File: src/rtl/bus_arbiter.sv
// Two-master system-bus arbiter: CPU (master 0) and DMA/loader (master 1), with bounded burst lock for master 1.
// Define BUS_ARB_RR_EN for round-robin conflict resolution; otherwise master 0 has fixed priority.
module bus_arbiter #(
    parameter int MAX_BURST = 16,
    parameter int CNT_W     = 8
) (
    input  logic        clk_i,
    input  logic        rstn,

    input  logic        m0_req_i,
    input  logic [3:0]  m0_wstrb_i,
    input  logic [31:0] m0_addr_i,
    input  logic [31:0] m0_wvalue_i,
    output logic        m0_gnt_o,
    output logic        m0_rvalid_o,
    output logic [31:0] m0_rvalue_o,

    input  logic        m1_req_i,
    input  logic [3:0]  m1_wstrb_i,
    input  logic [31:0] m1_addr_i,
    input  logic [31:0] m1_wvalue_i,
    input  logic        m1_lock_i,
    output logic        m1_gnt_o,
    output logic        m1_rvalid_o,
    output logic [31:0] m1_rvalue_o,

    output logic        bus_enable_o,
    output logic [3:0]  bus_wstrb_o,
    output logic [31:0] bus_addr_o,
    output logic [31:0] bus_wvalue_o,
    output logic [31:0] bus_addr_prev_o,
    input  logic [31:0] bus_rvalue_i
);

    localparam logic [CNT_W-1:0] MAX_CNT = CNT_W'(MAX_BURST);

    logic             locked_q;
    logic [CNT_W-1:0] burst_cnt;
    logic             owner_q;
    logic             rd_pending_q;

    logic             lock_win;
    logic             base_pick1;
    logic             pick1;
    logic             accepted;

    // An expired lock (count at MAX_BURST) no longer overrides the base policy.
    assign lock_win = locked_q & m1_req_i & (burst_cnt < MAX_CNT);

`ifdef BUS_ARB_RR_EN
    logic last_q;

    assign base_pick1 = m1_req_i & (~m0_req_i | ~last_q);

    always_ff @(posedge clk_i) begin
        if (!rstn) begin
            last_q <= 1'b1;
        end else if (accepted) begin
            last_q <= m1_gnt_o;
        end
    end
`else
    assign base_pick1 = m1_req_i & ~m0_req_i;
`endif

    assign pick1    = lock_win | base_pick1;
    assign m1_gnt_o = rstn & pick1;
    assign m0_gnt_o = rstn & m0_req_i & ~pick1;
    assign accepted = m0_gnt_o | m1_gnt_o;

    always_comb begin
        bus_enable_o = accepted;
        bus_wstrb_o  = 4'd0;
        bus_addr_o   = 32'd0;
        bus_wvalue_o = 32'd0;
        if (m1_gnt_o) begin
            bus_wstrb_o  = m1_wstrb_i;
            bus_addr_o   = m1_addr_i;
            bus_wvalue_o = m1_wvalue_i;
        end else if (m0_gnt_o) begin
            bus_wstrb_o  = m0_wstrb_i;
            bus_addr_o   = m0_addr_i;
            bus_wvalue_o = m0_wvalue_i;
        end
    end

    always_ff @(posedge clk_i) begin
        if (!rstn) begin
            rd_pending_q    <= 1'b0;
            owner_q         <= 1'b0;
            bus_addr_prev_o <= 32'd0;
        end else begin
            rd_pending_q <= accepted & (bus_wstrb_o == 4'd0);
            owner_q      <= m1_gnt_o;
            if (accepted) begin
                bus_addr_prev_o <= bus_addr_o;
            end
        end
    end

    // Lock ends as soon as master 1 lets go of req or lock, or its burst budget is spent.
    always_ff @(posedge clk_i) begin
        if (!rstn) begin
            locked_q  <= 1'b0;
            burst_cnt <= '0;
        end else if (!locked_q) begin
            if (m1_gnt_o && m1_lock_i) begin
                locked_q  <= 1'b1;
                burst_cnt <= CNT_W'(1);
            end
        end else if (!m1_req_i || !m1_lock_i || (burst_cnt >= MAX_CNT)) begin
            locked_q  <= 1'b0;
            burst_cnt <= '0;
        end else if (m1_gnt_o) begin
            burst_cnt <= burst_cnt + CNT_W'(1);
        end
    end

    // Read data is gated by reset so an access aborted by reset never returns.
    assign m0_rvalid_o = rstn & rd_pending_q & ~owner_q;
    assign m1_rvalid_o = rstn & rd_pending_q & owner_q;
    assign m0_rvalue_o = m0_rvalid_o ? bus_rvalue_i : 32'd0;
    assign m1_rvalue_o = m1_rvalid_o ? bus_rvalue_i : 32'd0;

endmodule

File: config.mk
export PLATFORM = sky130hd
export DESIGN_NAME = bus_arbiter
export DESIGN_NICKNAME = d
export VERILOG_FILES = /design/src/rtl/bus_arbiter.sv
export SDC_FILE = /design/constraint.sdc
export NUM_CORES = 1
export LEC_CHECK = 0
export ABC_CLOCK_PERIOD_IN_PS = 2180
export CAP_MARGIN = 20
export CORE_AREA = 2 2 133 135
export CTS_CLUSTER_DIAMETER = 50
export DETAILED_ROUTE_END_ITERATION = 12
export DIE_AREA = 0 0 135 137
export SLEW_MARGIN = 20
export SYNTH_ARGS = -nofsm -noshare
export SYNTH_HDL_FRONTEND = slang
export SYNTH_SLANG_ARGS = --single-unit
File: constraint.sdc
create_clock -name clk_i -period 2.18 [get_ports clk_i]
set_input_delay 0.436 -clock clk_i [delete_from_list [all_inputs] [get_ports clk_i]]
set_output_delay 0.436 -clock clk_i [all_outputs]
set_load 0.05 [all_outputs]
Word-level counts from Yosys, hierarchy flattened
Cells that the tools add are included.
{"block": "totals", "register_bits": 43, "latch_bits": 0, "ram_bits": 0, "mem_bits_ro": 0, "n_memories": 0}
{"block": "classes", "add_sub_neg": 1, "multipliers": 0, "div": 0, "magnitude_cmp": 2, "eq_ne": 1, "shift": 0, "n_mux": 15, "bitwise": 15, "n_reduce_logical": 8}
{"operator": "$mux W32", "count": 6}
{"operator": "$mux W8", "count": 4}
{"operator": "$and A1 B1 Y1", "count": 10}
{"operator": "$add A8 B1 Y8 const B", "count": 1}
{"operator": "$ge A8 B5 Y1 const B", "count": 1}
{"operator": "$lt A8 B5 Y1 const B", "count": 1}
{"operator": "$mux W4", "count": 2}
{"operator": "$logic_not A4 Y1", "count": 1}
{"operator": "$mux W1", "count": 3}
{"operator": "$ne A3 B2 Y1 const B", "count": 1}
{"operator": "$not A1 Y1", "count": 3}
{"operator": "$logic_not A1 Y1", "count": 2}
{"operator": "$logic_or A1 B1 Y1", "count": 2}
{"operator": "$or A1 B1 Y1", "count": 2}
{"operator": "$reduce_and A2 Y1", "count": 1}
{"operator": "$reduce_bool A2 Y1", "count": 1}
{"operator": "$logic_and A1 B1 Y1", "count": 1}

Longest topological paths before layout
Gate-level depths: netlist of the first run.
{"block": "depth", "ltp_word": 9, "ltp_mapped": 6}

Worst setup path after synthesis of the first run
No wires, ideal clock.
{"block": "synth_timing", "path_kind": "input port to output port", "from": "in m1_req_i", "to": "out bus_addr_o[0]", "t_arrival_ns": 2.281, "path_slack_ns": -0.537, "cell_stages": 5, "path_buffers": 1, "cell_sequence": "nor3b_4 -> and3_2 -> nor3_4 -> clkbuf_1 -> a22o_1"}
{"block": "synth_via", "elab_chain_len": 7, "word_cells_on_any_way": 9}
{"element": "start: declaration", "line_no": "18", "rtl": "input logic m1_req_i,"}
{"element": "$and A1 B1 Y1 (2 in a row)", "line_no": "48", "rtl": "assign lock_win = locked_q & m1_req_i & (burst_cnt < MAX_CNT);"}
{"element": "$or A1 B1 Y1 *", "line_no": "66", "rtl": "assign pick1 = lock_win | base_pick1;"}
{"element": "$not A1 Y1 *", "line_no": "68", "rtl": "assign m0_gnt_o = rstn & m0_req_i & ~pick1;"}
{"element": "$and A1 B1 Y1 *", "line_no": "68"}
{"element": "via m0_gnt_o", "line_no": "14", "rtl": "output logic m0_gnt_o,"}
{"element": "$mux W32 *", "line_no": "80", "rtl": "end else if (m0_gnt_o) begin"}
{"element": "$mux W32 *", "line_no": "76", "rtl": "if (m1_gnt_o) begin"}
{"element": "end: declaration", "line_no": "29", "rtl": "output logic [31:0] bus_addr_o,"}
The timed path passes the listed nets; every way through them passes the cells marked *.

Final worst setup path of the first run
{"block": "layout_timing", "from": "reg burst_cnt[5]", "to": "out bus_wvalue_o[13]"}
{"block": "layout_via", "elab_chain_len": 7, "word_cells_on_any_way": 8}
{"element": "start: declaration", "line_no": "38", "rtl": "logic [CNT_W-1:0] burst_cnt;"}
{"element": "start signal: assignment", "line_no": "115", "rtl": "burst_cnt <= burst_cnt + CNT_W'(1);"}
{"element": "$lt A8 B5 Y1 *", "line_no": "48"}
{"element": "$and A1 B1 Y1 *", "line_no": "48"}
{"element": "$or A1 B1 Y1 *", "line_no": "66"}
{"element": "$not A1 Y1", "line_no": "68"}
{"element": "$and A1 B1 Y1", "line_no": "68"}
{"element": "$mux W32", "line_no": "80"}
{"element": "$mux W32 *", "line_no": "76"}
{"element": "end: declaration", "line_no": "30", "rtl": "output logic [31:0] bus_wvalue_o,"}
Mark *: on every way between the ends. The rest lies on a longest branch, timed or not.

==> results of run 1 <==
cell usage after synthesis (2+ instances only):
cell / number
nand2_1: 3
dfxtp_1: 43
inv_1: 4
a32oi_1: 3
nor2_1: 7
a32o_1: 2
and3_1: 5
o21ai_0: 5
ha_1: 2
a22o_1: 65
nand4b_1: 2
clkbuf_1: 14
buf_4: 3
a221o_1: 32
and2_1: 97
buf_2: 13
a21oi_1: 3
nand3_1: 4
cells in the final DEF (no fill, tap or decap), types with 8 or more instances in the layout:
| cell type | synthesis | routed |
|---|---|---|
| a22o_4 | 0 | 57 |
| a22o_2 | 0 | 8 |
| buf_6 | 1 | 11 |
| dfxtp_1 | 43 | 41 |
| a221o_1 | 32 | 32 |
| clkbuf_16 | 0 | 10 |
| buf_4 | 3 | 35 |
| and2_1 | 97 | 96 |
| buf_12 | 0 | 146 |
| clkdlybuf4s50_1 | 0 | 201 |
flip-flops by register name (all words and copies together), names as in the netlist:
signal,cells
bus_addr_prev_o,32
burst_cnt,8
owner_q,1
rd_pending_q,1
locked_q,1
power breakdown:
part,leakage (nW),internal [mW],switching [mW]
registers,0.355,0.835,0.0262
logic,3.51,1.02,0.921
clock network,0.0669,0.424,0.331
total,3.93,2.28,1.28
final timing paths:
path                              end  depth (start not counted)
setup / recovery     bus_wvalue_o[13]                          8
hold reg to reg          burst_cnt[3]                          2
hold / removal           burst_cnt[3]                          2
setup reg to reg  bus_addr_prev_o[19]                          8
kinds of logic after synthesis:
family	Yosys count
compound gates	118
buf+inv	36
fa+ha+maj	2
simple gates	129
flops	43
mux	1
area by class of cell:
type                            instances  area [µm²]
Clock buffer                            6         129
Clock inverter                          2        12.5
Tap cell                              225         282
Inverter                                5        20.0
Timing Repair Buffer                  410        5700
Multi-Input combinational cell        250        2440
Fill cell                            1432        7610
Antenna cell                            2        5.00
Sequential cell                        43         863
what timing repair did:
item,in CTS,in global routing
setup buffers,18,8
gates resized for setup,69,36
pin swaps,8,26
setup endpoints to repair,134,100
gates cloned,9,6
metrics by stage:
| stage | total power [mW] | cell area (µm²) | utilization | TNS, ns |
|---|---|---|---|---|
| 2_1_floorplan | 1.62 | 3020 | - | -0.700 |
| 3_3_place_gp | 2.56 | 8280 | 0.486 | -38.97 |
| 3_5_place_dp | 2.58 | 8280 | 0.486 | -43.09 |
| 4_1_cts | 3.52 | 9170 | 0.538 | -13.50 |
| 5_1_grt | 3.69 | 9450 | 0.554 | -15.66 |
| 6_report | 3.56 | 9450 | 0.554 | -10.03 |
layer usage:
metal	vias to the layer above	GRT usage	share of wire
li1	2040	-	-
met1	2095	0.219	0.37
met2	224	0.352	0.54
met3	20	0.0504	0.073
met4	0	0.0503	0.015
met5	-	0	0
worst max-delay path, stage by stage, from the launching register on:
cell     delay (ns)
dfxtp_1        0.32
nor2_1         0.24
nand3_2        0.16
a21oi_4        0.21
buf_6          0.13
buf_6          0.12
buf_12         0.14
a22o_2         0.16
buf_12         0.14
==> run_results.csv, run 1 <==
group,metric,value,unit
status,status,"finished, violations left",
status,violations,"setup timing",
logic_synthesis,synth_edf_count,0,
clock_tree,numCtsBuffers,5,
critical_path,startpoint_type,"register",
logic_synthesis,synthTopCellsByArea,"dfxtp_1 29%, and2_1 21%, a22o_1 19%",
critical_path,timing.rr.start,"burst_cnt[5]",
place,placement.io_buffers,341,
logic_synthesis,synthAdderAreaFrac,0.00853,
logic_synthesis,synth_top_area_share,0.293,
clock_tree,insertion_delay,0.29,ns
timing,relSlewSlack,0.636,
route,ant_nets,0,
global_route,grt_usage,0.191,
cells_and_area,final_cells,943,
clock_tree,clk_path_buf_depth,2,
logic_synthesis,syn-num-nets,504,
floorplan,start_util,0.172,
critical_path,critPathArrivalTime,1.93,ns
logic_synthesis,syn_inst,329,
worst_hold_path,hold_path.class,"register to register",
critical_path,crit_required,1.74,ns
cells_and_area,layout-drive-gt1-share,0.412,
timing,fin_crit_sh,1.09,
timing,tightest_slew,0.545,ns
logic_synthesis,synth_top_area_cell,"dfxtp_1",
timing,timing.final.ws_setup,-0.187,ns
route,post-route-drc-count,0,
route,drt_wl_total,19800,µm
critical_path,reg2reg_slack,0.26,ns
global_route,grt_max_degree,34,
timing,min_period,2.37,ns
logic_synthesis,ys.flop_type,"dfxtp_1",
clock_tree,htree_levels,2,
timing,finalSetupViolCount,67,
route,via_per_inst,4.64,
logic_synthesis,async_reset_ff_frac,0,
global_route,grt_overflow,0,
clock_tree,cts_sinks,43,
pwr,power_leakage,3.93,nW
timing,hold-worst-slack,0.500,ns
logic_synthesis,ys_ff_latch,43,
floorplan,io-pin-count,342,
logic_synthesis,synthMuxAreaShare,0.00341,
logic_synthesis,yosys_warnings,0,
floorplan,die_y,137,µm
global_route,grt_pass1_vias,4547,
place,dp_hpwl,14000,µm
pwr,ir_drop,0.257,mV
timing,hold_violations,0,
logic_synthesis,yosys.area_share.simple,0.279,
clock_tree,path_clk_slew,0.06,ns
timing,skew,0.00589,ns
clock_tree,ctsHoldBuffers,0,
clock_tree,cts_tree,"done",
logic_synthesis,synth_area,2940,µm²
critical_path,path_class,"register to output pin",
global_route,antenna_found_initial,2,
logic_synthesis,synth-compound-area-share,0.358,
route,wl_per_cell,21.0,µm
floorplan,dieArea,18500,µm²
logic_synthesis,ys_seq_area_frac,0.293,
route,first_pass_iters,4,
timing,fmax,422,MHz
pwr,power.density,377,nW/µm²
critical_path,path_max_fanout,12,
global_route,grt_pass1_wl,27100,µm
logic_synthesis,synth_xor_area_frac,0,
cells_and_area,nNetsFinal,890,
place,place_ws,-0.514,ns
run,drv_cap,0,
timing,rsz0062_at_grt,"yes",
timing,finalMaxSlewViolations,0,
place,placed_cells,900,
critical_path,crit_path_end_kind,"output pin",
critical_path,startpoint,"burst_cnt[5]",
clock_tree,ctsRootBufferMaster,"clkbuf_16",
floorplan,rows,48,
route,drtIter0Drc,125,
logic_synthesis,ys_types,40,
floorplan,core_area,17100,µm²
logic_synthesis,synth_top_family_by_area,"compound AO/OA/AOI/OAI gates",
logic_synthesis,synth.avg_cell_area,8.92,µm²
route,num_vias,4379,
floorplan,die_x,135,µm
worst_hold_path,min_from,"burst_cnt[3]",
cells_and_area,area_growth,222,%
place,gp_congestion,0.777,
(Power assumes the default switching activity.)
==> run 2: changes to the inputs <==
--- a/config.mk
+++ b/config.mk
@@ -7,10 +7,10 @@
 export LEC_CHECK = 0
 export ABC_CLOCK_PERIOD_IN_PS = 2180
 export CAP_MARGIN = 20
-export CORE_AREA = 2 2 133 135
+export CORE_AREA = 5 5 129 131
 export CTS_CLUSTER_DIAMETER = 50
 export DETAILED_ROUTE_END_ITERATION = 12
-export DIE_AREA = 0 0 135 137
+export DIE_AREA = 0 0 134 136
 export SLEW_MARGIN = 20
 export SYNTH_ARGS = -nofsm -noshare
 export SYNTH_HDL_FRONTEND = slang
==> run 2 against run 1 <==
The run still ends with setup timing left. Utilization increased by 5.5 points. Final cell count fell by 4.1%. Clock-buffer cell count down 1. Combinational power hardly changed. Sequential share of layout area hardly changed. Routed wire length rose by 0.62%. Highest routed layer unchanged. First-iteration DRC count rose by 27%.
==> run_results.csv, run 2 (synthesis gave the netlist of run 1 again) <==
group,metric,value,unit
timing,fmax,416,MHz
floorplan,rows,46,
critical_path,crit_required,1.74,ns
clock_tree,path_clk_slew,0.07,ns
cells_and_area,largest_reg_flops,32,
cells_and_area,final_cells,904,
cells_and_area,utilization,0.609,
critical_path,path_max_fanout,12,
timing,hold_violations,0,
status,violations,"setup timing",
timing,skew,0.00520,ns
route,drt_wl_total,20000,µm
global_route,grt_usage,0.203,
pwr,power.density,381,nW/µm²
timing,min_period,2.40,ns
cells_and_area,final_common_cell,"clkdlybuf4s50_1",
route,via_per_inst,4.77,
place,placement.io_buffers,341,
critical_path,crit_buf_inv,4,
global_route,grt_pass1_vias,4645,
critical_path,worstPathCellList,"nor3b_4 > and3_4 > nor3_4 > buf_12 > buf_12 > buf_16 > a22o_2 > buf_12",
floorplan,dieArea,18200,µm²
timing,finalSetupViolCount,70,
cells_and_area,area_growth,221,%
critical_path,crit_path_max_incr_delay,0.34,ns
global_route,antenna_found_initial,0,
clock_tree,cts_sinks,43,
critical_path,critical-path-top-delay-family,"buffers and inverters",
floorplan,die_x,134,µm
clock_tree,clk_path_buf_depth,2,
clock_tree,ctsHoldBuffers,0,
route,first_pass_iters,4,
critical_path,path_class,"register to output pin",
route,num_vias,4312,
clock_tree,ctsRootBufferMaster,"clkbuf_16",
timing,hold-worst-slack,0.497,ns
status,status,"finished, violations left",
run,drv_cap,0,
timing,finalMaxSlewViolations,0,
global_route,grt_pass1_wl,28800,µm
route,post-route-drc-count,0,
critical_path,crit_path_end_kind,"output pin",
place,placed_cells,865,
critical_path,cp_slowest_cell,"dfxtp_2",
cells_and_area,largest_register,"bus_addr_prev_o",
timing,fin_crit_sh,1.10,
critical_path,startpoint_type,"register",
timing,timing.final.ws_setup,-0.223,ns
floorplan,core_area,15500,µm²
timing,relSlewSlack,0.628,
timing,tightest_slew,0.556,ns
clock_tree,cts_tree,"done",
route,drtIter0Drc,159,
clock_tree,insertion_delay,0.29,ns
cells_and_area,reg_top3,"bus_addr_prev_o (32), burst_cnt (8)",
cells_and_area,num-fill-cells,1191,
global_route,grt_max_degree,34,
pwr,power_leakage,3.95,nW
cells_and_area,nNetsFinal,886,
clock_tree,numCtsBuffers,5,
timing,rsz0062_at_grt,"yes",
place,place_ws,-0.488,ns
cells_and_area,diodes,0,
route,wl_per_cell,22.1,µm
clock_tree,htree_levels,2,
route,ant_nets,0,
critical_path,critPathArrivalTime,1.97,ns
critical_path,cp_common_cell,"buf_12",
floorplan,io-pin-count,342,
global_route,grt_overflow,0,
cells_and_area,layout-drive-gt1-share,0.414,
pwr,power.total,3.60,mW
floorplan,start_util,0.190,
pwr,ir_drop,0.353,mV
worst_hold_path,hold_path.class,"register to register",
place,gp_congestion,0.799,
cells_and_area,layout_common_cells,"201 x clkdlybuf4s50_1, 152 x buf_12, 96 x and2_1",
place,dp_hpwl,14800,µm
critical_path,reg2reg_slack,0.19,ns
floorplan,die_y,136,µm
[run 2: changes by cell type in the layout (fill, tap and decap cells not counted), moves of 5 or more]
cell	previous run	this run
a22o_4	57	63
buf_6	11	5
a22o_2	8	2
buf_12	146	152
clkbuf_16	10	5
[run 2: final cells by class]
type | instances | area, µm² | area share
Clock buffer | 5 | 125 | 0.0133
Clock inverter | 3 | 23.8 | 0.00252
Inverter | 5 | 20.0 | 0.00212
Multi-Input combinational cell | 250 | 2490 | 0.264
Sequential cell | 43 | 866 | 0.0918
Tap cell | 192 | 240 | 0.0255
Timing Repair Buffer | 406 | 5660 | 0.601
[run 2: layer usage]
| metal | up-vias | wire, µm | track usage |
|---|---|---|---|
| li1 | 2025 | - | - |
| met3 | 30 | 1520 | 0.0544 |
| met2 | 236 | 10400 | 0.372 |
| met4 | 0 | 410 | 0.0469 |
| met5 | - | 0 | 0 |
| met1 | 2021 | 7650 | 0.237 |
[run 2: report_power, final]
part	leakage, nW	internal, mW	switching (mW)
logic	3.53	1.03	0.921
registers	0.357	0.835	0.0249
clock network	0.0664	0.430	0.359
total	3.95	2.29	1.31
[run 2: final timing paths]
path                                   start                   to  depth (start not counted)
worst max-delay path            burst_cnt[4]     bus_wvalue_o[19]                          8
worst min-delay path            burst_cnt[3]         burst_cnt[3]                          2
worst max register to register  burst_cnt[4]  bus_addr_prev_o[13]                          8
worst min register to register  burst_cnt[3]         burst_cnt[3]                          2
[run 2: repair_timing]
action / CTS / global route
resized for setup: 87 / 27
setup buffers: 22 / 4
setup endpoints to repair: 136 / 94
pin swaps: 14 / 29
gates cloned: 11 / 0
[run 2: worst reg2reg max path, cell delays in order (launching register included)]
cell	delay, ns
dfxtp_2	0.34
nor3b_4	0.22
and3_4	0.23
nor3_4	0.04
buf_12	0.15
buf_12	0.14
bufbuf_16	0.28
buf_4	0.14
a221o_1	0.34
[run 2: through the flow]
step | instance area [µm²] | setup TNS (ns)
2_1_floorplan | 3020 | -0.700
3_3_place_gp | 8200 | -41.22
3_5_place_dp | 8200 | -42.23
4_1_cts | 9350 | -12.56
5_1_grt | 9430 | -15.93
6_report | 9430 | -11.37
==> run 3: changes to the inputs <==
--- a/config.mk
+++ b/config.mk
@@ -11,6 +11,8 @@
 export CTS_CLUSTER_DIAMETER = 50
 export DETAILED_ROUTE_END_ITERATION = 12
 export DIE_AREA = 0 0 134 136
+export GPL_TIMING_DRIVEN = 0
+export REMOVE_ABC_BUFFERS = 1
 export SLEW_MARGIN = 20
 export SYNTH_ARGS = -nofsm -noshare
 export SYNTH_HDL_FRONTEND = slang
==> run 3 against run 2 <==
The run still ends with setup timing left. Sequential power is 0.5% higher. Worst setup slack worse by 0.10 ns. Die area unchanged. Final cell count decreased by 0.55%. Register-to-register slack lost 0.14 ns. Largest power group unchanged. Total power shrank 5.3%. Routed wire length is 3.5% lower. Clock skew is 0.0021 ns lower. Utilization down 11 points. Fmax decreased by 4.1%.
==> run_results.csv, run 3 (synthesis gave the netlist of run 1 again) <==
group,metric,value,unit
cells_and_area,layout_common_cells,"201 x clkdlybuf4s50_1, 97 x and2_1, 78 x buf_6",
place,gp_congestion,0.895,
timing,finalMaxSlewViolations,0,
floorplan,die_x,134,µm
timing,min_period,2.50,ns
critical_path,path_class,"register to output pin",
route,wl_per_cell,21.4,µm
pwr,ir_drop,0.366,mV
timing,hold-worst-slack,0.470,ns
floorplan,start_util,0.190,
critical_path,crit_required,1.74,ns
clock_tree,path_clk_slew,0.06,ns
global_route,grt_pass1_vias,4654,
clock_tree,ctsHoldBuffers,0,
cells_and_area,utilization,0.501,
floorplan,io-pin-count,342,
cells_and_area,diodes,0,
clock_tree,cts_sinks,43,
floorplan,rows,46,
global_route,grt_max_degree,34,
global_route,grt_pass1_wl,27200,µm
run,drv_cap,0,
timing,fmax,399,MHz
timing,rsz0062_at_grt,"yes",
clock_tree,numCtsBuffers,5,
route,post-route-drc-count,0,
critical_path,startpoint_type,"register",
route,drtIter0Drc,146,
route,via_per_inst,4.88,
place,place_ws,-2.03,ns
timing,timing.final.ws_setup,-0.325,ns
place,placement.io_buffers,341,
critical_path,crit_path_max_incr_delay,0.33,ns
cells_and_area,layout-drive-gt1-share,0.330,
floorplan,core_area,15500,µm²
global_route,grt_usage,0.194,
critical_path,critPathArrivalTime,2.07,ns
route,drt_wl_total,19300,µm
clock_tree,cts_tree,"done",
cells_and_area,reg_top3,"bus_addr_prev_o (32), burst_cnt (8)",
cells_and_area,area_growth,164,%
timing,hold_violations,0,
clock_tree,insertion_delay,0.29,ns
pwr,power_leakage,3.19,nW
timing,finalSetupViolCount,69,
cells_and_area,final_common_cell,"clkdlybuf4s50_1",
critical_path,critical-path-top-delay-family,"buffers and inverters",
critical_path,cp_slowest_cell,"dfxtp_2",
status,violations,"setup timing",
global_route,antenna_found_initial,0,
timing,tightest_slew,0.767,ns
place,placed_cells,841,
route,num_vias,4383,
cells_and_area,largest_reg_flops,32,
cells_and_area,nNetsFinal,881,
clock_tree,ctsRootBufferMaster,"clkbuf_16",
global_route,grt_overflow,0,
floorplan,dieArea,18200,µm²
critical_path,path_max_fanout,5,
critical_path,crit_path_end_kind,"output pin",
floorplan,die_y,136,µm
timing,relSlewSlack,0.481,
cells_and_area,largest_register,"bus_addr_prev_o",
clock_tree,clk_path_buf_depth,2,
clock_tree,htree_levels,2,
cells_and_area,final_cells,899,
timing,skew,0.00314,ns
route,ant_nets,0,
status,status,"finished, violations left",
timing,fin_crit_sh,1.15,
critical_path,worstPathCellList,"nor3b_4 > and3_4 > nor3_4 > buf_12 > buf_12 > buf_16 > buf_16 > a22o_1 > buf_6",
route,first_pass_iters,4,
pwr,power.density,439,nW/µm²
place,dp_hpwl,13900,µm
worst_hold_path,hold_path.class,"primary input to register",
critical_path,crit_buf_inv,5,
## run 3: changes by cell type in the layout (fill, tap and decap cells not counted), sizes merged
cell,previous run,this run
buf,201,127
clkdlybuf4s15,0,62
clkbuf,5,11
clkinvlp,2,0
a21oi,4,5
bufinv,0,1
clkdlybuf4s18,0,1
clkinv,1,2
dlygate4sd2,2,1
inv,5,4
nor2,7,8
## run 3: final cells by class
type                    instances  area [µm²]
fillers                      1388        7720
flip-flops and latches         43         868
clock inverters                 2        35.0
repair buffers                399        4440
clock buffers                   6         139
multi-input cells             252        2020
well taps                     192         240
inverters                       5        23.8
## run 3: metrics by stage
stage               TNS, ns  cell area (µm²)  total power, mW
floorplan           -174.78             2780             1.58
detailed placement  -237.02             6610             2.29
CTS                  -14.97             7550             3.40
global route         -21.30             7760             3.53
global placement    -433.82             6440             2.26
finish               -16.76             7760             3.40
## run 3: power by group
group          total, mW  internal [mW]  leakage (nW)  switching (mW)
registers          0.864          0.836         0.357          0.0280
logic               1.63          0.781          2.74           0.851
clock network      0.908          0.571        0.0868           0.337
total               3.40           2.19          3.19            1.22
## run 3: path summary, 6_finish.rpt
kind,end,slack (ns),depth (start not counted),start
max,bus_wvalue_o[3],-0.32,9,burst_cnt[7]
min,burst_cnt[4],0.47,2,rstn
max reg2reg,bus_addr_prev_o[26],0.05,10,burst_cnt[7]
min reg2reg,burst_cnt[3],0.49,2,burst_cnt[3]
## run 3: what timing repair did
action | CTS | global route
pin swaps | 41 | 33
hold endpoints to repair | 0 | 0
buffers inserted | 27 | 11
gates resized for setup | 743 | 23
setup endpoints to repair | 169 | 78
gates cloned | 9 | 4
## run 3: metal layers
layer | vias up | share of wire | global-route usage
li1 | 2013 | - | -
met1 | 2088 | 0.36 | 0.197
met2 | 258 | 0.51 | 0.351
met3 | 24 | 0.11 | 0.0918
met4 | 0 | 0.024 | 0.0629
met5 | - | 0 | 0
